--- src/rtl/crop_window_detect.sv ---
// Per-frame bounding-box detector: classifies raster pixels against a frame-latched threshold
// and reports the inclusive hit window once per frame. Optional macro: CROP_RUNLEN_EN.
module crop_window_detect #(
  parameter int DATA_W   = 10,
  parameter int H_ACTIVE = 640,
  parameter int V_ACTIVE = 480,
  parameter int MIN_RUN  = 4
) (
  input  logic              iCLK,
  input  logic              iRST,
  input  logic              iDVAL,
  input  logic [DATA_W-1:0] iDATA,
  input  logic              iSOF,
  input  logic [DATA_W-1:0] iTHRESH,
  input  logic              iMODE,
  output logic              oDVAL,
  output logic              oFOUND,
  output logic [15:0]       oXSTART,
  output logic [15:0]       oXEND,
  output logic [15:0]       oYSTART,
  output logic [15:0]       oYEND,
  output logic              state_dbg
);

  localparam logic [15:0] X_LAST = 16'(H_ACTIVE - 1);
  localparam logic [15:0] Y_LAST = 16'(V_ACTIVE - 1);

  typedef enum logic {S_EMPTY = 1'b0, S_HIT = 1'b1} state_t;

  state_t            state;
  logic [15:0]       x_q, y_q;
  logic [15:0]       xmin_q, xmax_q, ymin_q, ymax_q;
  logic [DATA_W-1:0] thresh_q;
  logic              mode_q;
  logic              eof_q;

  logic [15:0]       px, py, cand_lo;
  logic [DATA_W-1:0] thr;
  logic              md, first_pix, pix_hit, reg_hit, restart, last_pix;
  state_t            st_eff;

  assign state_dbg = (state == S_HIT);

  // iSOF relocates the current pixel to (0,0); eof_q marks the reporting cycle,
  // in which the accumulators restart for a back-to-back frame.
  always_comb begin
    px        = iSOF ? 16'd0 : x_q;
    py        = iSOF ? 16'd0 : y_q;
    first_pix = (px == 16'd0) && (py == 16'd0);
    thr       = first_pix ? iTHRESH : thresh_q;
    md        = first_pix ? iMODE : mode_q;
    pix_hit   = iDVAL && (md ? (iDATA < thr) : (iDATA >= thr));
    restart   = iSOF || eof_q;
    st_eff    = restart ? S_EMPTY : state;
    last_pix  = iDVAL && (px == X_LAST) && (py == Y_LAST);
  end

`ifdef CROP_RUNLEN_EN
  localparam logic [15:0] RUN_MAX = 16'(MIN_RUN);
  logic [15:0] run_q, run_prev, run_new;

  // Run length saturates at MIN_RUN; column 0 always starts a fresh run.
  always_comb begin
    run_prev = (px == 16'd0) ? 16'd0 : run_q;
    run_new  = 16'd0;
    if (pix_hit) run_new = (run_prev == RUN_MAX) ? RUN_MAX : run_prev + 16'd1;
    reg_hit  = pix_hit && (run_new == RUN_MAX);
    cand_lo  = px - (RUN_MAX - 16'd1);
  end

  always_ff @(posedge iCLK) begin
    if (!iRST) run_q <= 16'd0;
    else if (iDVAL) run_q <= run_new;
  end
`else
  always_comb begin
    reg_hit = pix_hit && (MIN_RUN > 0);
    cand_lo = px;
  end
`endif

  always_ff @(posedge iCLK) begin
    if (!iRST) begin
      state    <= S_EMPTY;
      x_q      <= 16'd0;
      y_q      <= 16'd0;
      xmin_q   <= 16'd0;
      xmax_q   <= 16'd0;
      ymin_q   <= 16'd0;
      ymax_q   <= 16'd0;
      thresh_q <= '0;
      mode_q   <= 1'b0;
      eof_q    <= 1'b0;
      oDVAL    <= 1'b0;
      oFOUND   <= 1'b0;
      oXSTART  <= 16'd0;
      oXEND    <= 16'd0;
      oYSTART  <= 16'd0;
      oYEND    <= 16'd0;
    end else begin
      oDVAL <= 1'b0;
      if (eof_q) begin
        oDVAL   <= 1'b1;
        oFOUND  <= (state == S_HIT);
        oXSTART <= (state == S_HIT) ? xmin_q : 16'd0;
        oXEND   <= (state == S_HIT) ? xmax_q : 16'd0;
        oYSTART <= (state == S_HIT) ? ymin_q : 16'd0;
        oYEND   <= (state == S_HIT) ? ymax_q : 16'd0;
      end
      eof_q <= last_pix;

      if (iDVAL) begin
        if (px == X_LAST) begin
          x_q <= 16'd0;
          y_q <= (py == Y_LAST) ? 16'd0 : py + 16'd1;
        end else begin
          x_q <= px + 16'd1;
          y_q <= py;
        end
        if (first_pix) begin
          thresh_q <= iTHRESH;
          mode_q   <= iMODE;
        end
      end else if (iSOF) begin
        x_q <= 16'd0;
        y_q <= 16'd0;
      end

      state <= st_eff;
      if (restart) begin
        xmin_q <= 16'd0;
        xmax_q <= 16'd0;
        ymin_q <= 16'd0;
        ymax_q <= 16'd0;
      end
      if (reg_hit) begin
        case (st_eff)
          S_EMPTY: begin
            xmin_q <= cand_lo;
            xmax_q <= px;
            ymin_q <= py;
            ymax_q <= py;
            state  <= S_HIT;
          end
          S_HIT: begin
            if (cand_lo < xmin_q) xmin_q <= cand_lo;
            if (px > xmax_q) xmax_q <= px;
            ymax_q <= py;
          end
          default: state <= S_EMPTY;
        endcase
      end
    end
  end

endmodule

--- config.mk ---
export PLATFORM = sky130hd
export DESIGN_NAME = crop_window_detect
export DESIGN_NICKNAME = d
export VERILOG_FILES = /design/src/rtl/crop_window_detect.sv
export SDC_FILE = /design/constraint.sdc
export NUM_CORES = 1
export LEC_CHECK = 0
export CORE_MARGIN = 4
export CORE_UTILIZATION = 51
export CTS_CLUSTER_SIZE = 16
export DETAILED_ROUTE_END_ITERATION = 16
export PLACE_DENSITY = 0.77
export SYNTH_ARGS = -nofsm -noshare
export SYNTH_HDL_FRONTEND = slang
export SYNTH_SLANG_ARGS = --single-unit
--- constraint.sdc ---
create_clock -name iCLK -period 5 [get_ports iCLK]
set_input_delay 1 -clock iCLK [delete_from_list [all_inputs] [get_ports iCLK]]
set_output_delay 1 -clock iCLK [all_outputs]
set_load 0.1 [all_outputs]
==> reports/summary.txt <==
Clock Tree Buf Depth: 2
Worst r2r path cells: 17
# IOs: 92
Total grt overflow: 0
Setup WS post-layout: 0.4785 ns
H-Tree Depth: 4
Min-delay src: oYEND[15]
Die area: 0.01734 mm2
Top-count cell post-synth: dfxtp_1
WL/cell: 15.30 um
CP Max Fanout: 16
Crit Path Class: input pin to flop
CP arrival: 4.88 ns
Dominant synthesized flop cell: dfxtp_1
Reg-to-reg endpoint: xmax_q[7]
Syn_nets: 930
Die Span X: 131.7 um
Synthesized flop and latch total: 175
Final Setup Violations: 0
Hold Crit Class: flop to flop
Top cells by area, synth: dfxtp_1, mux2i_1, ha_1
DR iter-0 viols: 464
GPL Wtd Cong: 0.9047
Rel. slew slack: 17.51%
Yosys cell types: 49
Mapped Cells: 860
Clk sinks: 175
# nets final: 1,013
Antenna diodes: 0
Async SR Flop Fraction: 0%
Leakage: 3.741 nW
Crit share post-route: 90.43%
First-pass GRT wire length: 29,500 um
Total Routing Usage GR: 20.42%
Fmax: 0.2212 GHz
Design area: 0.009508 mm2
Ys Warns: 0
Count of final max-slew check failures: 0
Total power draw: 0.002873 W
Clock-pin transition on the worst setup and hold timing paths: 0.06 ns
Area growth, synth to finish: 21.86%
Initial antenna violation count: 0
Worst vdd ir: 259.9 uV
Commonest cells in the netlist: dfxtp_1, nor2_1, nand2_1
# Max-Cap Violations: 0
Endpoint class of the critical path: flop
RSZ-0062 raised after global routing: false
Setup TNS: 0 ns
R2R Setup Slk: 0.69 ns
Critical Path RT: 5.36 ns
Via count: 6,271
Cell Pwr Density: 302.1 mW/mm2
CP Launch Type: input pin
Filler instances: 1,193
Post-Route WL: 17,440 um
Post-layout min period: 4.522 ns
Hold Path Sink: oYEND[15]
Worst-Skew Late Latency: 0.44 ns
Total CTS buffers: 17
Sequential area share after synthesis: 44.90%
Vias in the first global route: 5,929
Critical path launch point: iSOF
Pin count of the biggest net entering global routing: 67
Pre-CTS setup slack: 0.0007789 ns
DR pass1 iterations: 5
Hold Fails Final Rpt: 0
Status: completed
DP Area: 0.008950 mm2
Post_cts resized: 0
# rows: 44
Slew @ Worst Pin: 1.237 ns
Starting density of the core: 52.88%
CTS tree: done
Vias per cell: 5.501
Core footprint: 0.01475 mm2
Reg2reg start: y_q[5]
Post-CTS Setup Bufs: 0
Worst Skew: 0.007869 ns
Final core occ: 64.44%
Post-route ant nets: 0
Synth top area share: 44.90%
Number of synthesized flops with an enable pin: 0
Root Buffer: clkbuf_16
Layout cells sized above 1: 6.904%
# DRC: 0
# hold bufs at CTS: 0
Syn avg cell area: 9.073 um2
Synth Cell Area: 0.007802 mm2
Top cell type by total area after synthesis: dfxtp_1
Die H: 131.7 um
Port Buffers: 91
HPWL Detailed: 12,070 um
Hold Crit Depth: 2
-- cells by family (layout without fill, tap and decap cells) --
group	count (synthesis)	in the layout	share of synthesized area [%]
compound gates	132	132	12.44
xor+xnor	30	30	3.368
fa+ha+maj	45	45	7.216
buf+inv	96	192	5.067
flops	175	175	44.90
mux	59	59	7.601
simple gates	323	323	19.40
-- flip-flops by register name (all words and copies together) (netlist names), 16 cells and up --
register,cells
oXSTART,16
ymax_q,16
xmax_q,16
oYSTART,16
y_q,16
x_q,16
ymin_q,16
xmin_q,16
oXEND,16
oYEND,16
-- metal layers --
metal  up-vias  share of wire, %  GRT usage (%)
met2       177                44          31.12
met5         -                 0              0
met4         0               1.5          6.359
li1       3159                 -              -
met3        29               6.0          5.084
met1      2906                49          28.60
-- metrics by stage --
| stage | std cells | hold slack [ns] |
|---|---|---|
| 3_5_place_dp | 1108 | 0.4602 |
| 4_1_cts | 1140 | 0.4690 |
| 5_1_grt | 1140 | 0.4922 |
| 2_1_floorplan | 860 | 0.4426 |
| 3_3_place_gp | 1108 | 0.4550 |
| 6_report | 1140 | 0.4667 |
-- cell usage in the layout, fill, tap and decap left out, types with 2 or more instances in the layout --
| cell | n |
|---|---|
| and2_1 | 3 |
| nor3_1 | 9 |
| clkbuf_16 | 17 |
| a21o_1 | 3 |
| dfxtp_1 | 175 |
| o31a_1 | 2 |
| a22o_1 | 14 |
| a211oi_1 | 13 |
| a32o_1 | 2 |
| mux2i_1 | 57 |
| xnor2_1 | 18 |
| nor3b_2 | 2 |
| nand2_1 | 74 |
| nor2b_1 | 31 |
| o211ai_1 | 3 |
| ha_1 | 45 |
| clkdlybuf4s50_1 | 91 |
| or2_2 | 2 |
| inv_1 | 42 |
| nand4_1 | 14 |
| buf_4 | 21 |
| clkinv_2 | 2 |
| a22oi_1 | 63 |
| xor2_1 | 12 |
| and3_1 | 14 |
| buf_12 | 3 |
| nand2b_1 | 8 |
| clkinv_4 | 2 |
| clkbuf_1 | 3 |
| inv_2 | 2 |
| clkinvlp_4 | 3 |
| o21ai_0 | 6 |
| nand3b_1 | 2 |
| and4_1 | 4 |
| a21oi_1 | 15 |
| a2111oi_0 | 2 |
| nor2_1 | 129 |
| nand3_1 | 15 |
| inv_6 | 3 |
| nor4_1 | 12 |
-- cell type report --
cell class                 count  area, um2  share of cell area, %
multi-input combinational    589       3920                  41.23
sequential                   175       3503                  36.85
timing repair buffer         115       1129                  11.87
clock buffer                  21      450.4                  4.737
tap                          184      230.2                  2.421
inverter                      45      168.9                  1.777
clock inverter                11      106.4                  1.119
-- worst max-delay path: stages --
cell,delay (ns)
clkdlybuf4s50_1,0.55
clkinv_1,0.14
nand2_1,0.13
ha_1,0.15
and2_1,0.14
nand2_1,0.09
buf_12,0.17
mux2i_1,0.20
ha_1,0.28
a21oi_1,0.16
o21ai_1,0.08
a2111oi_0,0.40
buf_4,0.19
a21oi_1,0.04
a311o_1,0.36
buf_4,0.16
nor3b_2,0.22
buf_12,0.21
mux2i_1,0.20
-- report_power, final --
group	leakage, nW	switching (W)	internal (W)
Combinational	2.06	0.000115	0.0000920
Sequential	1.41	0.00000620	0.00140
Clock	0.264	0.000555	0.000702
Total	3.74	0.000676	0.00220
-- worst max-delay path by stage --
| stage | end | slack (ns) | cells past startpoint |
|---|---|---|---|
| 2_1_floorplan | xmax_q[5] | 0.02 | 19 |
| 3_3_place_gp | ymin_q[2] | 0.04 | 18 |
| 3_5_place_dp | ymin_q[0] | 0.0008 | 18 |
| 4_1_cts | ymin_q[2] | 0.45 | 18 |
| 5_1_grt | xmax_q[7] | 0.06 | 19 |
| 6_report | xmax_q[7] | 0.48 | 19 |
Note: power is estimated with default switching activity, not from simulation.
